## src/rtl/flash_packet_reader_if.sv

```systemverilog
// Byte-link input and packet-stream output of the flash packet reader.
// master: the reader (consumes bytes, drives packets); slave: link source and packet sink.
interface flash_packet_reader_if;
   logic [7:0] datastream;
   logic       flashin;
   logic [7:0] pkt_data;
   logic       pkt_valid;
   logic       pkt_ready;
   logic       pkt_last;
   logic [3:0] pkt_len;

   modport master (
      input  datastream, flashin, pkt_ready,
      output pkt_data, pkt_valid, pkt_last, pkt_len
   );

   modport slave (
      output datastream, flashin, pkt_ready,
      input  pkt_data, pkt_valid, pkt_last, pkt_len
   );
endinterface

```

## src/rtl/flash_packet_reader.sv

```systemverilog
// Reassembles SOF/LEN/payload/XOR-checksum frames from the flash byte link into whole packets.
// Optional FLASH_READER_STATS_EN adds saturating good_cnt/bad_cnt frame counters.
//
// state     | meaning
// S_IDLE    | hunting for SOF, other bytes ignored
// S_LEN     | SOF seen, next byte is payload length
// S_PAYLOAD | storing payload bytes, accumulating checksum
// S_CSUM    | next byte is compared against accumulated checksum
// S_DRAIN   | packet presented on the valid/ready stream
module flash_packet_reader #(
   parameter int         MAX_LEN = 8,
   parameter logic [7:0] SOF     = 8'hA5,
   parameter int         TIMEOUT = 64
) (
   input  logic                  clk,
   input  logic                  reset,
   flash_packet_reader_if.master link,
   output logic                  csum_err,
   output logic                  len_err,
   output logic                  timeout_err,
   output logic                  overrun
`ifdef FLASH_READER_STATS_EN
   ,
   output logic [7:0]            good_cnt,
   output logic [7:0]            bad_cnt
`endif
);

   localparam int PW = (MAX_LEN > 1) ? $clog2(MAX_LEN) : 1;
   localparam int TW = (TIMEOUT > 2) ? $clog2(TIMEOUT) : 1;

   typedef enum logic [2:0] {
      S_IDLE    = 3'd0,
      S_LEN     = 3'd1,
      S_PAYLOAD = 3'd2,
      S_CSUM    = 3'd3,
      S_DRAIN   = 3'd4
   } state_t;

   state_t          state_q, state_d;
   logic [3:0]      len_q, len_d;
   logic [7:0]      csum_q, csum_d;
   logic [PW-1:0]   wr_ptr_q, wr_ptr_d;
   logic [PW-1:0]   rd_ptr_q, rd_ptr_d;
   logic [PW-1:0]   rd_nxt;
   logic [TW-1:0]   tmo_q, tmo_d;
   logic [7:0]      data_q, data_d;
   logic            valid_q, valid_d;
   logic            last_q, last_d;
   logic            csum_err_q, csum_err_d;
   logic            len_err_q, len_err_d;
   logic            tmo_err_q, tmo_err_d;
   logic            overrun_q, overrun_d;
   logic            mem_we;
   logic            rx_active;
   logic [7:0]      mem_q [MAX_LEN];

   assign rd_nxt    = rd_ptr_q + PW'(1);
   assign rx_active = (state_q == S_LEN) || (state_q == S_PAYLOAD) || (state_q == S_CSUM);

   always_comb begin
      state_d    = state_q;
      len_d      = len_q;
      csum_d     = csum_q;
      wr_ptr_d   = wr_ptr_q;
      rd_ptr_d   = rd_ptr_q;
      tmo_d      = '0;
      data_d     = data_q;
      valid_d    = valid_q;
      last_d     = last_q;
      csum_err_d = 1'b0;
      len_err_d  = 1'b0;
      tmo_err_d  = 1'b0;
      overrun_d  = 1'b0;
      mem_we     = 1'b0;

      // A strobe on the expiry cycle takes precedence over the timeout.
      if (rx_active && !link.flashin) begin
         if (tmo_q == TW'(TIMEOUT - 2)) begin
            state_d   = S_IDLE;
            tmo_err_d = 1'b1;
         end else begin
            tmo_d = tmo_q + TW'(1);
         end
      end

      case (state_q)
         S_IDLE: begin
            if (link.flashin && link.datastream == SOF) state_d = S_LEN;
         end
         S_LEN: begin
            if (link.flashin) begin
               csum_d = link.datastream;
               if (link.datastream != 8'd0 && link.datastream <= 8'(MAX_LEN)) begin
                  len_d    = link.datastream[3:0];
                  wr_ptr_d = '0;
                  state_d  = S_PAYLOAD;
               end else begin
                  len_err_d = 1'b1;
                  state_d   = S_IDLE;
               end
            end
         end
         S_PAYLOAD: begin
            if (link.flashin) begin
               mem_we   = 1'b1;
               csum_d   = csum_q ^ link.datastream;
               wr_ptr_d = wr_ptr_q + PW'(1);
               if (4'(wr_ptr_q) == len_q - 4'd1) state_d = S_CSUM;
            end
         end
         S_CSUM: begin
            if (link.flashin) begin
               if (link.datastream == csum_q) begin
                  state_d  = S_DRAIN;
                  valid_d  = 1'b1;
                  rd_ptr_d = '0;
                  data_d   = mem_q[0];
                  last_d   = (len_q == 4'd1);
               end else begin
                  csum_err_d = 1'b1;
                  state_d    = S_IDLE;
               end
            end
         end
         S_DRAIN: begin
            overrun_d = link.flashin;
            if (valid_q && link.pkt_ready) begin
               if (last_q) begin
                  valid_d = 1'b0;
                  last_d  = 1'b0;
                  data_d  = 8'h00;
                  state_d = S_IDLE;
               end else begin
                  rd_ptr_d = rd_nxt;
                  data_d   = mem_q[rd_nxt];
                  last_d   = (4'(rd_nxt) == len_q - 4'd1);
               end
            end
         end
         default: state_d = S_IDLE;
      endcase
   end

   always_ff @(posedge clk) begin
      if (!reset) begin
         state_q    <= S_IDLE;
         len_q      <= '0;
         csum_q     <= '0;
         wr_ptr_q   <= '0;
         rd_ptr_q   <= '0;
         tmo_q      <= '0;
         data_q     <= '0;
         valid_q    <= 1'b0;
         last_q     <= 1'b0;
         csum_err_q <= 1'b0;
         len_err_q  <= 1'b0;
         tmo_err_q  <= 1'b0;
         overrun_q  <= 1'b0;
      end else begin
         state_q    <= state_d;
         len_q      <= len_d;
         csum_q     <= csum_d;
         wr_ptr_q   <= wr_ptr_d;
         rd_ptr_q   <= rd_ptr_d;
         tmo_q      <= tmo_d;
         data_q     <= data_d;
         valid_q    <= valid_d;
         last_q     <= last_d;
         csum_err_q <= csum_err_d;
         len_err_q  <= len_err_d;
         tmo_err_q  <= tmo_err_d;
         overrun_q  <= overrun_d;
      end
   end

   // Payload storage needs no reset: it is only read after a complete frame rewrites it.
   always_ff @(posedge clk) begin
      if (mem_we) mem_q[wr_ptr_q] <= link.datastream;
   end

   assign link.pkt_data  = data_q;
   assign link.pkt_valid = valid_q;
   assign link.pkt_last  = last_q;
   assign link.pkt_len   = len_q;
   assign csum_err       = csum_err_q;
   assign len_err        = len_err_q;
   assign timeout_err    = tmo_err_q;
   assign overrun        = overrun_q;

`ifdef FLASH_READER_STATS_EN
   logic [7:0] good_cnt_q, good_cnt_d;
   logic [7:0] bad_cnt_q, bad_cnt_d;

   always_comb begin
      good_cnt_d = good_cnt_q;
      bad_cnt_d  = bad_cnt_q;
      if (state_q == S_CSUM && state_d == S_DRAIN && good_cnt_q != 8'hFF)
         good_cnt_d = good_cnt_q + 8'd1;
      if ((csum_err_d || len_err_d || tmo_err_d) && bad_cnt_q != 8'hFF)
         bad_cnt_d = bad_cnt_q + 8'd1;
   end

   always_ff @(posedge clk) begin
      if (!reset) begin
         good_cnt_q <= '0;
         bad_cnt_q  <= '0;
      end else begin
         good_cnt_q <= good_cnt_d;
         bad_cnt_q  <= bad_cnt_d;
      end
   end

   assign good_cnt = good_cnt_q;
   assign bad_cnt  = bad_cnt_q;
`endif

endmodule

```

## src/flat_wrapper.sv

```systemverilog
// flat-port wrapper written by rule: the top's interface ports become plain ports
module flash_packet_reader_flat 
#(
   parameter int         MAX_LEN = 8,
   parameter logic [7:0] SOF     = 8'hA5,
   parameter int         TIMEOUT = 64
)
  (clk, reset, csum_err, len_err, timeout_err, overrun, link_datastream, link_flashin, link_pkt_ready, link_pkt_data, link_pkt_valid, link_pkt_last, link_pkt_len);
  flash_packet_reader_if link_i ();
  input  logic clk;
  input  logic reset;
  output logic csum_err;
  output logic len_err;
  output logic timeout_err;
  output logic overrun;
  input wire logic [$bits(link_i.datastream)-1:0] link_datastream;
  input wire logic [$bits(link_i.flashin)-1:0] link_flashin;
  input wire logic [$bits(link_i.pkt_ready)-1:0] link_pkt_ready;
  output wire logic [$bits(link_i.pkt_data)-1:0] link_pkt_data;
  output wire logic [$bits(link_i.pkt_valid)-1:0] link_pkt_valid;
  output wire logic [$bits(link_i.pkt_last)-1:0] link_pkt_last;
  output wire logic [$bits(link_i.pkt_len)-1:0] link_pkt_len;
  assign link_i.datastream = link_datastream;
  assign link_i.flashin = link_flashin;
  assign link_i.pkt_ready = link_pkt_ready;
  assign link_pkt_data = link_i.pkt_data;
  assign link_pkt_valid = link_i.pkt_valid;
  assign link_pkt_last = link_i.pkt_last;
  assign link_pkt_len = link_i.pkt_len;
  flash_packet_reader #(.MAX_LEN(MAX_LEN), .SOF(SOF), .TIMEOUT(TIMEOUT)) u_core (.clk(clk), .reset(reset), .link(link_i), .csum_err(csum_err), .len_err(len_err), .timeout_err(timeout_err), .overrun(overrun));
endmodule
```

## config.mk

```make
export PLATFORM = sky130hd
export DESIGN_NAME = flash_packet_reader_flat
export DESIGN_NICKNAME = d
export VERILOG_FILES = /design/src/rtl/flash_packet_reader_if.sv /design/src/rtl/flash_packet_reader.sv /design/src/flat_wrapper.sv
export SDC_FILE = /design/constraint.sdc
export NUM_CORES = 1
export LEC_CHECK = 0
export CAP_MARGIN = 25
export CORE_MARGIN = 5
export CORE_UTILIZATION = 45
export CTS_CLUSTER_SIZE = 10
export DETAILED_ROUTE_END_ITERATION = 8
export PLACE_DENSITY = 0.73
export SLEW_MARGIN = 20
export SYNTH_ARGS = -nofsm -noshare
export SYNTH_HDL_FRONTEND = slang
export SYNTH_SLANG_ARGS = --single-unit
```

## constraint.sdc

```tcl
create_clock -name clk -period 1.82 [get_ports clk]
set_input_delay 0.364 -clock clk [delete_from_list [all_inputs] [get_ports clk]]
set_output_delay 0.364 -clock clk [all_outputs]
set_load 0.02 [all_outputs]
```

### Word level (Yosys, flattened, before mapping)

Memories as Yosys holds them, arrays and structs flattened.
Cells that the tools add are included.

| word-level totals | value |
|---|---|
| bits in registers | 41 |
| bits in writable memories | 64 |
| input bits | 12 |
| output and inout bits | 18 |
| word-level logic and storage cells | 108 |
| memories | 1 |

Memories:

| name | words | width | read ports | clocked after memory_dff | write ports | RTL line | source |
|---|---|---|---|---|---|---|---|
| u_core.mem_q | 8 | 8 | 2 | 0 | 1 | flash_packet_reader.sv:56 | `logic [7:0] mem_q [MAX_LEN];` |

| cells by class | value |
|---|---|
| add/sub/neg operators | 4 |
| order comparisons | 1 |
| equality and inequality tests | 18 |
| multiplexer cells | 46 |
| bitwise operators | 3 |
| reduce and logical (&&, ||, !) cells | 22 |

Operator list:

| operator | count |
|---|---|
| two-way mux 3 bit | 17 |
| two-way mux 8 bit | 6 |
| case mux 8 bit (2 select lines) | 2 |
| two-way mux 1 bit | 15 |
| case mux 3 bit (5 select lines) | 1 |
| != test 2 bit, second input constant | 6 |
| case mux 3 bit (2 select lines) | 2 |
| AND reduction 3 bit | 4 |
| AND reduction 5 bit | 2 |
| == test 3 x 4 -> 1 bit | 2 |
| == test 8 bit | 1 |
| == test 8 bit, second input constant | 1 |
| <= comparator 8 x 4 -> 1 bit, second input constant | 1 |
| AND reduction 4 bit | 2 |
| nonzero test 8 bit | 1 |
| bitwise XOR 8 bit | 1 |
| adder 3 x 1 -> 3 bit, second input constant | 2 |
| adder 6 x 1 -> 6 bit, second input constant | 1 |
| == test 3 x 2 -> 1 bit, second input constant | 2 |
| == test 6 bit, second input constant | 1 |
| == test 4 x 1 -> 1 bit, second input constant | 1 |
| logical AND 1 bit | 4 |
| != test 2 x 1 -> 1 bit, second input constant | 2 |
| case mux 1 bit (2 select lines) | 2 |
| 11 further kinds | 15 |

### Depth between registers and ports, before layout

Gate-level depths: netlist (run 1).

| depth | value |
|---|---|
| word-level depth | 8 |
| depth in mapped cells | 8 |
| mapped depth without buffers | 7 |

### Worst setup path before layout (run 1)

Ideal clock, no wire load.

| timing | value |
|---|---|
| path kind | register to register |
| from | reg u_core.state_q[0] |
| to | mem u_core.mem_q[0][0] (enable) |
| library setup time | 0.383 ns |
| arrival | 1.543 ns |
| required time | 1.437 ns |
| slack | -0.106 ns |
| stages on the path, launching flop included | 5 |
| buffers on the path | 1 |
| clock period less this slack | 1.926 ns |
| cell sequence | dfxtp_1 > buf_2 > and4bb_2 > nand2b_1 > nor3_1 |

| between the ends | value |
|---|---|
| longest elaborated chain between the ends | 4 |

RTL lines:

| element | RTL line | source |
|---|---|---|
| from (decl) | flash_packet_reader.sv:40 | `state_t state_q, state_d;` |
| from (signal assigned) | flash_packet_reader.sv:161 | `state_q <= state_d;` |
| == test 3 x 2 -> 1 bit | flash_packet_reader.sv:87 | `case (state_q)` |
| two-way mux 1 bit | flash_packet_reader.sv:87 |  |
| two-way mux 1 bit | flash_packet_reader.sv:179 | `if (mem_we) mem_q[wr_ptr_q] <= link.datastream;` |
| two-way mux 1 bit (not written as such) | flash_packet_reader.sv:179 |  |
| to (decl) | flash_packet_reader.sv:56 |  |

Every way passes these cells.

### Worst setup path after layout (run 1)

| timing | value |
|---|---|
| from | reg u_core.rd_ptr_q[1] |
| to | reg u_core.data_q[5] (netlist: u_core.link.pkt_data[5]) |

| between the ends | value |
|---|---|
| longest elaborated chain between the ends | 5 |

RTL lines:

| element | RTL line | source |
|---|---|---|
| from (decl) | flash_packet_reader.sv:44 | `logic [PW-1:0] rd_ptr_q, rd_ptr_d;` |
| from (signal assigned) | flash_packet_reader.sv:165 | `rd_ptr_q <= rd_ptr_d;` |
| adder 3 x 1 -> 3 bit | flash_packet_reader.sv:58 | `assign rd_nxt = rd_ptr_q + PW'(1);` |
| memory read (8 x 8 bit) | n/a |  |
| two-way mux 8 bit | flash_packet_reader.sv:129 | `if (last_q) begin` |
| two-way mux 8 bit | flash_packet_reader.sv:128 | `if (valid_q && link.pkt_ready) begin` |
| case mux 8 bit (2 select lines) | flash_packet_reader.sv:87 |  |
| to (signal assigned) | flash_packet_reader.sv:167 | `data_q <= data_d;` |
| to (decl) | flash_packet_reader.sv:47 | `logic [7:0] data_q, data_d;` |

Every way passes these cells. The select of a mux whose other input is x is not followed.
A chain may end at the register's enable or synchronous reset.

==> results.py, run 1 <==
metrics = {
    "clock_network": {
        "clkTransAtPathRegs_ns": 0.09,
        "htreeDepth": 3,
        "cts_tree": "built",
        "clk_latency_ns": 0.36,
        "cts_hold_buf": 0,
        "cts_max_path_buffers": 2,
        "cts-buffers-inserted": 9,
        "cts-root-buf": "clkbuf_8",
        "clkSinkCount": 105,
    },
    "floorplan": {
        "die_h_um": 112.8,
        "die_w_um": 112.8,
        "dieArea_um2": 12720,
        "ios": 30,
        "core_um2": 10320,
        "rows": 37,
        "start_util": 0.4606,
    },
    "sta": {
        "setup_viol_count_final": 7,
        "finalSetupTns_ns": -0.3226,
        "fin_crit_ns": 1.920,
        "layout_setup_ws_ns": -0.09980,
        "final.period_utilization": 1.055,
        "skew_ns": 0.008298,
        "max_freq_ghz": 0.5209,
        "relSlewSlack": 0.6743,
        "final_hold_viol_count": 0,
        "fin_worst_hold_slack_ns": 0.4717,
        "drv_slew": 0,
        "worstMarginPinSlew_ns": 0.4886,
        "rsz0062_at_grt": "true",
    },
    "detailed_routing": {
        "drc_errors": 0,
        "avgRoutedWirePerCell_um": 18.89,
        "avgViaCountPerCell": 5.704,
        "vias": 3525,
        "wirelength_um": 11670,
        "first_iter_violations": 290,
        "ant_nets": 0,
        "dr.pass1.iters": 4,
    },
    "logic_synthesis": {
        "synth_area_leaders": "edfxtp_1 (40%), dfxtp_1 (17%), mux2i_1 (4.2%)",
        "postSynth.asyncResetShare": 0,
        "synth-main-ff-cell": "edfxtp_1",
        "synth.most_common_cell": "edfxtp_1",
        "yosys_warnings": 0,
        "yosysTopAreaCellShare": 0.4042,
        "synth_seq_area_share": 0.5768,
        "synth_edf_count": 64,
        "synth_seq_cells": 105,
        "synth_area_um2": 4755,
        "syn_inst": 400,
        "synth_common_cells": "edfxtp_1 (64), dfxtp_1 (41), nor2_1 (31), a21oi_1 (23), mux2i_1 (20)",
        "synth_top_cell_by_area": "edfxtp_1",
        "synth.avg_cell_area_um2": 11.89,
        "synth_fp_nets": 418,
        "synth_cell_type_count": 54,
    },
    "place": {
        "io_buffer_count": 29,
        "routabilityCongestion": 0.8695,
        "hpwl_um": 7782,
        "place_ws_ns": -0.5512,
    },
    "power_and_ir_drop": {
        "peakVddDrop_v": 0.0003071,
        "swShare": 0.2130,
        "combPwrFrac": 0.037,
        "pwr_density_cell_nw_per_um2": 647.4,
        "clockPowerShare": 0.314,
        "internal_power_mw": 3.045,
        "pwr-share-seq": 0.650,
        "leakage_nw": 2.057,
        "power_switching_mw": 0.8242,
    },
    "layout": {
        "drive_gt1_frac": 0.2490,
        "area_growth_pct": 25.71,
        "diodes": 0,
        "nNetsFinal": 496,
    },
    "critical_path": {
        "start_kind": "flop",
        "worst-path-max-fanout": 10,
        "r2r-end": "u_core.link.pkt_data[5]",
        "crit_end": "u_core.link.pkt_data[5]",
        "critPathRequiredTime_ns": 2.07,
        "crit_start": "u_core.rd_ptr_q[1]",
        "r2r_cells": 7,
        "reg2reg_from": "u_core.rd_ptr_q[1]",
        "critPathKind": "flop to flop",
        "r2r_slack_ns": -0.1,
        "critPathArrivalTime_ns": 2.17,
        "cp-end-kind": "flop",
    },
    "run": {
        "maxCapViolations": 0,
    },
    "global_route": {
        "gr-total-overflow": 0,
        "grt_max_degree": 36,
        "grt_pass1_wl_um": 18980,
        "antenna_found_initial": 0,
        "grt_pass1_vias": 3591,
        "grt_use_total": 0.1906,
    },
    "status": {
        "violations": "setup timing",
        "status": "finished with violations",
    },
    "worst_hold_path": {
        "min_path_type": "flop to flop",
    },
}
[metrics by stage]
stage                     power (mW)  std cells  cell area (µm²)  utilization
after CTS                      3.871        615             5841       0.5658
after global placement         2.709        594             5525       0.5352
after detailed placement       2.711        594             5525       0.5352
after floorplan                2.607        400             4765            -
final                          3.869        618             5977       0.5790
after global routing           3.990        618             5977       0.5790
[worst min path at each step]
| stage | from | to | slack [ns] | cells after the start |
|---|---|---|---|---|
| final | u_core.tmo_q[0] | u_core.tmo_q[0] | 0.47 | 1 |
| after global routing | link_datastream[1] | u_core.mem_q[4][1] | 0.50 | 1 |
| after CTS | u_core.tmo_q[0] | u_core.tmo_q[0] | 0.48 | 1 |
| after detailed placement | u_core.tmo_q[0] | u_core.tmo_q[0] | 0.46 | 1 |
| after global placement | u_core.tmo_q[0] | u_core.tmo_q[0] | 0.44 | 1 |
| after floorplan | u_core.tmo_q[0] | u_core.tmo_q[0] | 0.43 | 1 |
[layout by cell type (no fill, tap or decap), types with 7 or more instances in the layout]
cell,count
clkdlybuf4s50_1,17
clkbuf_8,9
a211oi_1,7
dfxtp_1,34
a31oi_1,15
nand2_1,14
mux2i_1,20
dlygate4sd2_1,10
a22oi_1,8
edfxtp_1,64
nor2_1,31
o21ai_0,10
a21oi_1,23
inv_1,7
xnor2_1,14
nand3_1,7
buf_4,58
nor2b_1,16
dfxtp_2,7
[power groups by stage]
stage | Combinational (mW) | Sequential (mW) | Clock (mW)
2_1_floorplan | 0.0368 | 2.57 | 0
3_3_place_gp | 0.140 | 2.57 | 0
3_5_place_dp | 0.142 | 2.57 | 0
4_1_cts | 0.139 | 2.51 | 1.22
5_1_grt | 0.153 | 2.51 | 1.32
6_report | 0.142 | 2.51 | 1.21
[cell type report]
class,count,area (µm²)
sequential,105,2751
inverter,7,26.28
fill,847,4347
tap,136,170.2
timing repair buffer,93,845.8
clock inverter,5,23.77
multi-input combinational,262,2032
clock buffer,10,127.6
[worst max-delay path, stage by stage (launching register included)]
cell and delay (ns):
dfxtp_2 0.35, ha_4 0.34, buf_12 0.16, buf_4 0.15, mux2i_1 0.21, a31oi_1 0.11, a32oi_1 0.35, a211oi_1 0.12
[state kept, by name (all words and copies together) (netlist names)]
name                   count
u_core.csum_err            1
u_core.mem_q              64
u_core.link.pkt_last       1
u_core.link.pkt_valid      1
u_core.link.pkt_len        4
u_core.state_q             3
u_core.wr_ptr_q            3
u_core.overrun             1
u_core.rd_ptr_q            3
u_core.timeout_err         1
u_core.csum_q              8
u_core.len_err             1
u_core.tmo_q               6
u_core.link.pkt_data       8
[cells by family (layout without fill, tap and decap cells)]
logic type               Yosys count  in the layout  share of synthesized area
adder cells (fa/ha/maj)            6              6                    0.01579
buffers and inverters             33            115                    0.03500
flip-flops                       105            105                     0.5768
XOR/XNOR                          24             24                    0.04737
AND/OR/NAND/NOR                  108            108                     0.1242
AO/OA/AOI/OAI                    104            104                     0.1587
multiplexers                      20             20                    0.04210
[per-layer routing]
layer  GRT usage  share of wire  vias to the layer above
met4     0.08974          0.030                        0
li1            -              -                     1667
met1      0.2257           0.39                     1719
met5           0              0                        -
met3     0.04118          0.060                       24
met2      0.3298           0.52                      115
[timing repair]
action | 4_1_cts | 5_1_grt
buffers inserted | 5 | 2
cloned | 1 | 1
pin swaps | 11 | 8
setup endpoints to repair | 22 | 16
resized for setup | 37 | 24
Power figures use the tool's default switching activity.
==> run 2, diff against run 1 <==
Settings changed: GPL_TIMING_DRIVEN from default to 1.
==> results of run 2 <==
The final DEF is identical to that of run 1; final timing and power are the same.
==> run 3, diff against run 2 <==
Settings changed: CORE_MARGIN 5 to default.
==> results.py, run 3 (synthesized netlist as in run 1, its figures left out) <==
metrics = {
    "critical_path": {
        "critPathKind": "flop to flop",
        "critPathArrivalTime_ns": 2.26,
        "critPathRequiredTime_ns": 2.06,
        "reg2reg_from": "u_core.rd_ptr_q[1]",
        "start_kind": "flop",
        "crit_start": "u_core.rd_ptr_q[1]",
        "r2r_slack_ns": -0.19,
        "worst-path-max-fanout": 12,
        "cp-end-kind": "flop",
    },
    "detailed_routing": {
        "drc_errors": 0,
        "vias": 3666,
        "avgRoutedWirePerCell_um": 19.24,
        "wirelength_um": 12050,
        "met3WireLength_um": 600,
        "first_iter_violations": 229,
        "wl_met2_um": 6170,
        "met1Wirelength_um": 4759,
        "ant_nets": 0,
        "dr.pass1.iters": 5,
        "avgViaCountPerCell": 5.856,
        "dr.max_layer_used": "met4",
    },
    "layout": {
        "fin_area_um2": 6176,
        "multi_input_area_um2": 2137,
        "largest_reg_flops": 64,
        "fill_cells": 800,
        "final_cell_mix": "edfxtp_1 (64), buf_4 (61), dfxtp_1 (39), nor2_1 (31), a21oi_1 (23)",
        "regArea_um2": 2745,
        "drive_gt1_frac": 0.2673,
        "diodes": 0,
        "nNetsFinal": 503,
        "top_register": "u_core.mem_q",
        "stdcell_count": 626,
        "final_common_cell": "edfxtp_1",
        "postLayoutCoreUtil": 0.6009,
        "area_growth_pct": 29.89,
    },
    "clock_network": {
        "htreeDepth": 3,
        "clk_latency_ns": 0.37,
        "cts_tree": "built",
        "clkTransAtPathRegs_ns": 0.09,
        "clkSinkCount": 105,
        "cts_max_path_buffers": 2,
        "cts-buffers-inserted": 9,
        "cts-root-buf": "clkbuf_8",
    },
    "floorplan": {
        "die_w_um": 104.8,
        "ios": 30,
        "start_util": 0.4626,
        "die_h_um": 104.8,
        "core_um2": 10280,
        "rows": 37,
        "dieArea_um2": 10980,
    },
    "global_route": {
        "antenna_found_initial": 0,
        "grt_max_degree": 36,
        "grt_pass1_vias": 3548,
        "gr-total-overflow": 0,
        "grt_use_total": 0.2224,
        "grt_pass1_wl_um": 18450,
    },
    "place": {
        "place_area_um2": 5575,
        "place_ws_ns": -0.5248,
        "io_buffer_count": 29,
        "routabilityCongestion": 0.8336,
        "place_inst": 599,
        "hpwl_um": 7750,
    },
    "sta": {
        "max_freq_ghz": 0.4964,
        "drv_slew": 0,
        "rsz0062_at_grt": "true",
        "relSlewSlack": 0.6065,
        "fin_crit_ns": 2.015,
        "final.period_utilization": 1.107,
        "worstMarginPinSlew_ns": 0.5902,
        "final_hold_viol_count": 0,
        "skew_ns": 0.01200,
        "layout_setup_ws_ns": -0.1946,
        "setup_viol_count_final": 8,
        "fin_worst_hold_slack_ns": 0.4607,
        "finalSetupTns_ns": -0.8426,
    },
    "worst_hold_path": {
        "min_path_type": "input port to flop",
        "min-delay-start": "link_datastream[5]",
    },
    "run": {
        "maxCapViolations": 0,
    },
    "power_and_ir_drop": {
        "finalPower_mw": 3.917,
        "peakVddDrop_v": 0.0004102,
        "pwr_density_cell_nw_per_um2": 634.3,
        "leakage_nw": 2.136,
    },
    "status": {
        "status": "finished with violations",
        "violations": "setup timing",
    },
}
## run 3: changes by cell type in the layout (fill, tap and decap cells not counted), sizes merged
cell           before  now
buf                63   71
dlygate4sd2        10    7
dlymetal6s2s        2    4
clkdlybuf4s50      17   18
clkinvlp            1    0
inv                 7    8
## run 3: path summary, 6_finish.rpt
check,to,depth (start not counted)
hold reg to reg,u_core.tmo_q[0],1
hold / removal,u_core.mem_q[0][5],2
setup reg to reg,u_core.link.pkt_data[0],8
setup / recovery,u_core.link.pkt_data[0],8
## run 3: per-layer routing
layer,vias up,GRT usage
met4,0,0.1268
met1,1790,0.2643
met5,-,0
met2,151,0.3803
li1,1691,-
met3,34,0.03805
## run 3: worst max-delay path: stages (launching register included)
cell and delay [ns]:
dfxtp_2 0.35, ha_4 0.17, buf_4 0.15, xnor2_4 0.13
buf_12 0.16, a2111oi_0 0.49, a31oi_1 0.08, a32oi_1 0.26
a211oi_1 0.10
## run 3: repair_timing
action                                  4_1_cts  5_1_grt
gates resized for setup                      49       25
hold buffers                                  0        0
pin swaps                                    12       13
buffers inserted                              7        3
cloned                                        2        0
endpoints found under the setup margin       21       18
## run 3: area by class of cell
type | instances | area share
Timing Repair Buffer | 100 | 0.1513
Sequential cell | 105 | 0.4445
Inverter | 7 | 0.004254
Clock inverter | 5 | 0.005065
Multi-Input combinational cell | 262 | 0.3460
Tap cell | 136 | 0.02755
Clock buffer | 11 | 0.02127
## run 3: where the power goes
| group | internal (mW) | total [mW] | switching (mW) |
|---|---|---|---|
| logic | 0.0548 | 0.139 | 0.0845 |
| registers | 2.51 | 2.51 | 0.000106 |
| clock network | 0.498 | 1.26 | 0.766 |
